[src/rtl/vga_timing_gen.sv]
// Parametrised VGA timing generator: divides CLOCK_50 down to a pixel enable and drives
// registered sync/blank/colour, plus a look-ahead coordinate and frame/line strobes.
module vga_timing_gen #(
  parameter int H_ACTIVE = 640,
  parameter int H_FP     = 16,
  parameter int H_SYNC   = 96,
  parameter int H_BP     = 48,
  parameter int V_ACTIVE = 480,
  parameter int V_FP     = 10,
  parameter int V_SYNC   = 2,
  parameter int V_BP     = 33,
  parameter int HS_POL   = 0,
  parameter int VS_POL   = 0,
  parameter int CLK_DIV  = 2,
  parameter int LEAD     = 1,
  parameter int COLOR_W  = 8
) (
  input  logic               CLOCK_50,
  input  logic               reset,
  input  logic [COLOR_W-1:0] red_in,
  input  logic [COLOR_W-1:0] green_in,
  input  logic [COLOR_W-1:0] blue_in,
  output logic               VGA_CLK,
  output logic               VGA_HS,
  output logic               VGA_VS,
  output logic [COLOR_W-1:0] VGA_R,
  output logic [COLOR_W-1:0] VGA_G,
  output logic [COLOR_W-1:0] VGA_B,
  output logic               VGA_BLANK_N,
  output logic               VGA_SYNC_N,
  output logic [10:0]        next_x,
  output logic [10:0]        next_y,
  output logic               next_valid,
  output logic               frame_start,
  output logic               line_start
);

  localparam int H_TOTAL = H_ACTIVE + H_FP + H_SYNC + H_BP;
  localparam int V_TOTAL = V_ACTIVE + V_FP + V_SYNC + V_BP;

  localparam logic [4:0]  DIV_LAST = 5'(CLK_DIV - 1);
  localparam logic [4:0]  DIV_HALF = 5'(CLK_DIV / 2);
  localparam logic [10:0] H_LAST   = 11'(H_TOTAL - 1);
  localparam logic [10:0] V_LAST   = 11'(V_TOTAL - 1);
  // Wrap subtraction is done modulo 2048, so H_TOTAL=2048 truncating to zero is harmless
  localparam logic [10:0] H_TOT_M  = 11'(H_TOTAL);
  localparam logic [11:0] H_TOT_W  = 12'(H_TOTAL);
  localparam logic [11:0] H_ACT_W  = 12'(H_ACTIVE);
  localparam logic [11:0] V_ACT_W  = 12'(V_ACTIVE);
  localparam logic [11:0] HS_BEG_W = 12'(H_ACTIVE + H_FP);
  localparam logic [11:0] HS_END_W = 12'(H_ACTIVE + H_FP + H_SYNC);
  localparam logic [11:0] VS_BEG_W = 12'(V_ACTIVE + V_FP);
  localparam logic [11:0] VS_END_W = 12'(V_ACTIVE + V_FP + V_SYNC);
  localparam logic [11:0] LEAD_W   = 12'(LEAD);
  localparam logic        HS_ACT   = 1'(HS_POL);
  localparam logic        VS_ACT   = 1'(VS_POL);

  logic [4:0]         div_r;
  logic [10:0]        h_r;
  logic [10:0]        v_r;
  logic               pix_ce_s;
  logic               vclk_s;
  logic [11:0]        h_ext_s;
  logic [11:0]        v_ext_s;
  logic               active_s;
  logic               hs_s;
  logic               vs_s;
  logic [11:0]        look_s;
  logic [10:0]        nx_s;
  logic [10:0]        ny_s;
  logic               nvalid_s;
  logic               vga_clk_r;
  logic               hs_r;
  logic               vs_r;
  logic               blank_n_r;
  logic [COLOR_W-1:0] r_r;
  logic [COLOR_W-1:0] g_r;
  logic [COLOR_W-1:0] b_r;
  logic               frame_start_r;
  logic               line_start_r;

  assign pix_ce_s = (div_r == DIV_LAST);
  assign vclk_s   = (div_r >= DIV_HALF);

  // Pixel-clock divider and the DAC clock derived from it
  always_ff @(posedge CLOCK_50) begin
    if (reset) begin
      div_r     <= 5'd0;
      vga_clk_r <= 1'b0;
    end else begin
      vga_clk_r <= vclk_s;
      if (pix_ce_s) begin
        div_r <= 5'd0;
      end else begin
        div_r <= div_r + 5'd1;
      end
    end
  end

  // Horizontal and vertical position counters
  always_ff @(posedge CLOCK_50) begin
    if (reset) begin
      h_r <= 11'd0;
      v_r <= 11'd0;
    end else if (pix_ce_s) begin
      if (h_r == H_LAST) begin
        h_r <= 11'd0;
        if (v_r == V_LAST) begin
          v_r <= 11'd0;
        end else begin
          v_r <= v_r + 11'd1;
        end
      end else begin
        h_r <= h_r + 11'd1;
      end
    end
  end

  // Sync and active-area decode of the current position
  always_comb begin
    h_ext_s  = {1'b0, h_r};
    v_ext_s  = {1'b0, v_r};
    active_s = (h_ext_s < H_ACT_W) && (v_ext_s < V_ACT_W);
    if ((h_ext_s >= HS_BEG_W) && (h_ext_s < HS_END_W)) begin
      hs_s = HS_ACT;
    end else begin
      hs_s = ~HS_ACT;
    end
    if ((v_ext_s >= VS_BEG_W) && (v_ext_s < VS_END_W)) begin
      vs_s = VS_ACT;
    end else begin
      vs_s = ~VS_ACT;
    end
  end

  // Look-ahead coordinate, LEAD pixels ahead of the counters with line/frame wrap
  always_comb begin
    look_s = h_ext_s + LEAD_W;
    nx_s   = look_s[10:0];
    ny_s   = v_r;
    if (look_s < H_TOT_W) begin
      nx_s = look_s[10:0];
      ny_s = v_r;
    end else begin
      nx_s = look_s[10:0] - H_TOT_M;
      if (v_r == V_LAST) begin
        ny_s = 11'd0;
      end else begin
        ny_s = v_r + 11'd1;
      end
    end
    nvalid_s = ({1'b0, nx_s} < H_ACT_W) && ({1'b0, ny_s} < V_ACT_W);
  end

  // Output registers load on the pixel enable; strobes last one CLOCK_50 cycle
  always_ff @(posedge CLOCK_50) begin
    if (reset) begin
      hs_r          <= ~HS_ACT;
      vs_r          <= ~VS_ACT;
      blank_n_r     <= 1'b0;
      r_r           <= {COLOR_W{1'b0}};
      g_r           <= {COLOR_W{1'b0}};
      b_r           <= {COLOR_W{1'b0}};
      frame_start_r <= 1'b0;
      line_start_r  <= 1'b0;
    end else begin
      line_start_r  <= pix_ce_s && (h_r == 11'd0);
      frame_start_r <= pix_ce_s && (h_r == 11'd0) && (v_r == 11'd0);
      if (pix_ce_s) begin
        hs_r      <= hs_s;
        vs_r      <= vs_s;
        blank_n_r <= active_s;
        r_r       <= active_s ? red_in   : {COLOR_W{1'b0}};
        g_r       <= active_s ? green_in : {COLOR_W{1'b0}};
        b_r       <= active_s ? blue_in  : {COLOR_W{1'b0}};
      end
    end
  end

  assign VGA_CLK     = vga_clk_r;
  assign VGA_HS      = hs_r;
  assign VGA_VS      = vs_r;
  assign VGA_R       = r_r;
  assign VGA_G       = g_r;
  assign VGA_B       = b_r;
  assign VGA_BLANK_N = blank_n_r;
  assign VGA_SYNC_N  = 1'b0;
  assign next_x      = nx_s;
  assign next_y      = ny_s;
  assign next_valid  = nvalid_s;
  assign frame_start = frame_start_r;
  assign line_start  = line_start_r;

endmodule

[config.mk]
export PLATFORM = sky130hd
export DESIGN_NAME = vga_timing_gen
export DESIGN_NICKNAME = d
export VERILOG_FILES = /design/src/rtl/vga_timing_gen.sv
export SDC_FILE = /design/constraint.sdc
export NUM_CORES = 1
export LEC_CHECK = 0
export CAP_MARGIN = 15
export CORE_ASPECT_RATIO = 1.2
export CORE_UTILIZATION = 54
export CTS_BUF_LIST = sky130_fd_sc_hd__clkbuf_4 sky130_fd_sc_hd__clkbuf_8
export DETAILED_ROUTE_END_ITERATION = 10
export GPL_TIMING_DRIVEN = 0
export PLACE_DENSITY_LB_ADDON = 0.08
export SETUP_SLACK_MARGIN = 0.3
export SLEW_MARGIN = 10
export SYNTH_ARGS = -nofsm -noshare
export SYNTH_HDL_FRONTEND = slang
export SYNTH_SLANG_ARGS = --single-unit
[constraint.sdc]
create_clock -name CLOCK_50 -period 7.5 [get_ports CLOCK_50]
set_input_delay 0.75 -clock CLOCK_50 [delete_from_list [all_inputs] [get_ports CLOCK_50]]
set_output_delay 0.75 -clock CLOCK_50 [all_outputs]
set_load 0.02 [all_outputs]
Yosys cells after proc, flatten, opt, wreduce, memory -nomap -nowiden. Cells that the tools add are included.

Input bits: 26. Word-level logic and storage cells: 49. Bits in registers: 57. Output and inout bits: 54.

$lt $le $gt $ge: 10. Add/subtract/negate cells: 5. Equal/unequal tests: 3. Reductions and logical operators: 10. Muxes and demuxes: 9.

Operators with widths (number): two-way mux 11 bit (4); less-than comparator 11 x 10 -> 1 bit, second input constant (3); less-than comparator 11 x 9 -> 1 bit, second input constant (3); two-way mux 8 bit (3); adder 11 x 1 -> 11 bit, second input constant (2); equality test 11 x 10 -> 1 bit, second input constant (2); zero test 11 bit (2); adder 11 x 1 -> 12 bit, second input constant (1); less-than comparator 12 x 10 -> 1 bit, second input constant (1); >= comparator 11 x 10 -> 1 bit, second input constant (1); >= comparator 11 x 9 -> 1 bit, second input constant (1); subtractor 11 x 10 -> 11 bit, second input constant (1); logical AND 1 bit (6); adder 5 x 1 -> 5 bit, second input constant (1); equality test 5 x 1 -> 1 bit, second input constant (1); >= comparator 5 x 1 -> 1 bit, second input constant (1); two-way mux 1 bit (2); AND reduction 2 bit (1); OR reduction 2 bit (1).

Logic depth before layout (Yosys ltp).
Word-level depth: 5. Mapped depth: 12. Mapped depth without buffers: 10.

Least setup slack after synthesis. No wires, ideal clock.

Kind: reg2out. Start: reg h_r[0]. End: out next_valid. Data required time: 6.750 ns. Cell stages (with the launch flop): 11. Slack: 3.929 ns. Arrival time: 2.821 ns. Buffers on the path: 2. Path through: dfxtp_1 > ha_1 > buf_4 > and3_1 > buf_4 > a41o_1 > o31ai_4 > a21boi_2 > or4_1 > xnor2_1 > a2111oi_2.

Cells in the longest elaborated chain, start to end: 5. Elaborated cells between the ends (all ways): 8. Those cells by class: add/sub (2); order compare (3); mux (2); reduce/logical (1).

RTL lines: start, declared (line 59) `logic [10:0] h_r;`; start signal, assigned (line 114) `h_r <= h_r + 11'd1;`; adder 11 x 1 -> 12 bit (line 138) `look_s = h_ext_s + LEAD_W;`; less-than comparator 12 x 10 -> 1 bit (line 141) `if (look_s < H_TOT_W) begin`; two-way mux 11 bit (line 141); net next_y[10] (line 32) `output logic [10:0] next_y,`; less-than comparator 11 x 9 -> 1 bit (line 152) `nvalid_s = ({1'b0, nx_s} < H_ACT_W) && ({1'b0, ny_s} < V_ACT_W);`; logical AND 1 bit (line 152); end, declared (line 33) `output logic next_valid,`.

The timed path passes the listed nets, and every way through them passes these cells.

Final worst setup path.
Start: reg h_r[0]. End: out next_valid.

Cells in the longest elaborated chain, start to end: 5. Elaborated cells between the ends (all ways): 8. Those cells by class: add/sub (2); order compare (3); mux (2); reduce/logical (1).

RTL lines (line): adder 11 x 1 -> 12 bit (*) (138); subtractor 11 x 10 -> 11 bit / less-than comparator 12 x 10 -> 1 bit (equally long branches) (145, 141); two-way mux 11 bit (141); less-than comparator 11 x 10 -> 1 bit / less-than comparator 11 x 9 -> 1 bit (equally long branches) (152); logical AND 1 bit (*) (152).

Mark *: on every way between the ends. The rest lies on a longest branch, timed or not.

==> metrics.md <==
| Metric | Value |
|---|---|
| Status | `complete, but fails checks` |
| Violated checks | `design-rule violations` |
| Initial antenna violation count | `0` |
| Inserted Clock Buffers | `9` |
| Reg-to-Reg Start | `div_r[2]` |
| VDD IR max | `approximately 0.00016 V` |
| Post-placement cell count | `488` |
| Fillers | `approximately 400` |
| Met3 usage | `6.31%` |
| Hold EP | `VGA_BLANK_N` |
| Synthesized area | `~3000 um2` |
| Worst min path class | `reg2reg` |
| TNS Setup | `0 ns` |
| I/O pins | `80` |
| Pin count of the biggest net entering global routing | `11` |
| Antenna Cells | `0` |
| Mux contribution to synthesized area | `under 10%` |
| CP startpoint kind | `flip-flop` |
| Remaining global-route overflow | `0` |
| Critical register-to-register path endpoint | `VGA_B[5]` |
| Fin nets | `470` |
| Routing usage on met2 | `a little over two fifths` |
| Busiest grt layer | `met2` |
| Drt total wl | `approximately 7.5 mm` |
| Final Max Slew Viols | `0` |
| Net Switching | `0.206 mW` |
| Vias per cell | `approximately 6` |
| Post-layout min period | `between 4 and 5 ns` |
| Multi-input logic area | `between 1500 and 2000 um2` |
| Post-detail-place hpwl | `between 5 and 6 mm` |
| Max-cap violations | `0` |
| Proportion of layout cells with a drive suffix above 1 | `8.82%` |
| DRT iter0 DRCs | `~220` |
| Worst setup EP type | `output port` |
| Fmax | `226 MHz` |
| Crit path required time | `6.75 ns` |
| Clk pwr share | `a little over two fifths` |
| PostCTS Resize Cnt | `0` |
| Netlist cell types | `56` |
| Setup violations, final | `0` |
| Share of power burned in registers | `a little over 40%` |
| FF-to-FF setup slack | `between 5 and 6 ns` |
| Slew margin rel. | `between 60% and 70%` |
| CTS tree | `yes` |
| Worst slew pin tran | `about 0.57 ns` |
| Most frequent cells in the layout | `clkdlybuf4s50_1, dfxtp_1, nor2_1, nand2_1` |
| Synth Area in Compound Gates | `between 20% and 30%` |
| Internal power | `0.624 mW` |
| First-pass GRT wire length | `~12 mm` |
| Area grow syn2layout | `37.5%` |
| Hold Crit Depth | `1` |
| Synth Area in Simple Gates | `22.5%` |
| Reg2Reg Depth | `7` |
| Root buf cell | `clkbuf_8` |
| # Post-CTS Setup Buffers | `0` |
| Switching portion of total power | `24.8%` |
| Clock slew at reported path FFs | `roughly 0.070 ns` |
| Final Skew | `around 0.0082 ns` |
| FF+latch count, synth | `between 50 and 60` |
| Die area | `about 5800 um2` |
| Clk sinks | `between 50 and 60` |
| Initial Util | `about 56%` |
| Synthesized Nets | `approximately 380` |
| Cells after synthesis | `~350` |
| Seq/Total Area, Yosys | `about two fifths` |
| Top FF cell, synth | `dfxtp_1` |
| Syn_area_per_cell | `between 8 and 9 um2` |
| Final hold violations | `0` |
| Clk_lat worst skew | `roughly 0.34 ns` |
| Chip width | `69.5 um` |
| GRT Total Usage | `~27%` |
| FF/Latch Area | `roughly 1100 um2` |
| Most common cell after layout, fill and taps aside | `clkdlybuf4s50_1` |
| CTS hold repair buffers | `0` |
| Critical setup path kind | `reg2out` |
| Vias in the first global route | `~2,800` |
| Largest family of logic cells by synthesized area | `compound AO/OA/AOI/OAI gates` |
| Via Count | `approximately 3,000` |
| Synth Area in XOR/XNOR | `about 5.9%` |
| Pwr per Cell Area | `204 nW/um2` |
| Die Y-Extent | `between 80 and 90 um` |
| Combinational Power Share | `16.4%` |
| Ys Warns | `0` |
| Port Buf Inserts | `just under 80` |
| Crit path max fanout | `9` |
| Leakage power | `between 1.5 and 2 nW` |
| Post-Synth Adder-Cell Area | `2.97%` |
| Longest Clk Path Bufs | `2` |
| H-Tree Depth | `3` |
| Avg WL per Cell | `14.8 um` |
| Met1 usage | `a little under a third` |
| Fin cells | `roughly 500` |
| Fraction of registers with async set/reset | `0%` |
| Arrival @ worst endpoint | `about 3.7 ns` |
| Row cnt | `29` |
| ANT nets after route | `0` |
| DRT Pass-1 Iters | `7` |
| DRC Markers | `2` |
| RSZ-0062 raised after global routing | `false` |
| Final worst-path cycle share | `58.9%` |
| Core area | `5260 um2` |
| EDFF count, synth | `0` |
| Hold path startpoint | `VGA_BLANK_N` |
| Placer Congestion | `0.872` |
[power by group through the flow]
stage	Sequential (mW)	Combinational, mW	Clock (mW)
floorplan	0.366	0.0468	0
global placement	0.344	0.133	0
detailed placement	0.345	0.136	0
CTS	0.339	0.137	0.360
global route	0.342	0.146	0.374
finish	0.339	0.136	0.354
[logic make-up (layout without fill, tap and decap cells)]
| family | after synthesis | count (layout) |
|---|---|---|
| buf+inv | 36 | 130 |
| simple gates | 132 | 132 |
| other cells | 1 | 1 |
| flops | 57 | 57 |
| fa+ha+maj | 7 | 7 |
| xor+xnor | 20 | 20 |
| mux | 4 | 4 |
| compound gates | 91 | 91 |
[routing by layer]
metal / up-vias / share of wire [%]
met4: 0 / 3.6
met3: 22 / 7.6
met2: 124 / 47
met5: - / 0
met1: 1368 / 42
li1: 1432 / -
[sequential cells by signal, indices dropped and copies added (netlist names)]
name,cells
VGA_VS,1
v_r,11
VGA_B,8
VGA_R,8
frame_start,1
line_start,1
VGA_BLANK_N,1
div_r,5
VGA_HS,1
VGA_CLK,1
VGA_G,8
h_r,11
[synthesized netlist by cell type (all sizes together) (2+ instances only)]
| master | number | area share, % |
|---|---|---|
| a211oi | 2 | 0.51 |
| a21boi | 2 | 0.64 |
| a21oi | 16 | 2.8 |
| a22o | 24 | 7.1 |
| a32o | 2 | 0.68 |
| and2 | 2 | 0.42 |
| and3 | 6 | 1.3 |
| and4 | 3 | 0.89 |
| buf | 12 | 2.4 |
| clkbuf | 16 | 2.0 |
| dfxtp | 57 | 39 |
| ha | 7 | 3.0 |
| inv | 8 | 1.0 |
| mux2 | 2 | 0.89 |
| mux2i | 2 | 0.68 |
| nand2 | 32 | 4.1 |
| nand2b | 2 | 0.42 |
| nand3 | 14 | 2.4 |
| nand4 | 6 | 1.5 |
| nor2 | 37 | 4.7 |
| nor3 | 13 | 2.2 |
| nor4 | 4 | 1.4 |
| nor4b | 2 | 0.59 |
| o211ai | 2 | 0.51 |
| o21ai | 25 | 4.6 |
| o31ai | 7 | 2.2 |
| or2 | 2 | 0.51 |
| or3 | 4 | 0.85 |
| or4 | 3 | 0.76 |
| xnor2 | 10 | 3.0 |
| xor2 | 10 | 3.0 |
[through the flow]
stage	hold WS, ns	setup WS [ns]	instance area, um2	util, %	power [mW]
2_1_floorplan	0.445	3.93	2950	-	0.413
3_3_place_gp	0.433	3.51	3810	72.4	0.478
3_5_place_dp	0.444	3.43	3810	72.4	0.481
4_1_cts	0.456	3.05	4060	77.1	0.836
5_1_grt	0.475	2.83	4060	77.1	0.863
6_report	0.453	3.08	4060	77.1	0.830
[worst max path at each step]
stage	from	endpoint	slack [ns]	cells after the start
after detailed placement	h_r[0]	next_valid	3.43	13
after global routing	h_r[0]	next_valid	2.83	13
after floorplan	h_r[0]	next_valid	3.93	10
final	h_r[0]	next_valid	3.08	13
after global placement	h_r[0]	next_valid	3.51	11
after CTS	h_r[0]	next_valid	3.05	13
[layout make-up]
cell class,instances,share of cell area [%]
Buffer,28,3.24
Clock buffer,11,3.58
Clock inverter,5,2.53
Inverter,8,0.740
Multi-Input combinational cell,255,40.6
Sequential cell,57,28.1
Tap cell,62,1.91
Timing Repair Buffer,78,19.2
[worst max-delay path, stage by stage, from the launching register on]
cell and delay (ns):
dfxtp_1 0.48, ha_1 0.20, buf_4 0.16, and3_1 0.16, buf_4 0.14, nand3_1 0.09
xor2_1 0.27, ha_1 0.25, o311a_1 0.17, a31oi_1 0.05, xor2_1 0.17, o22a_1 0.20
a2111oi_2 0.33, clkdlybuf4s50_1 0.65
Power figures use the tool's default switching activity.
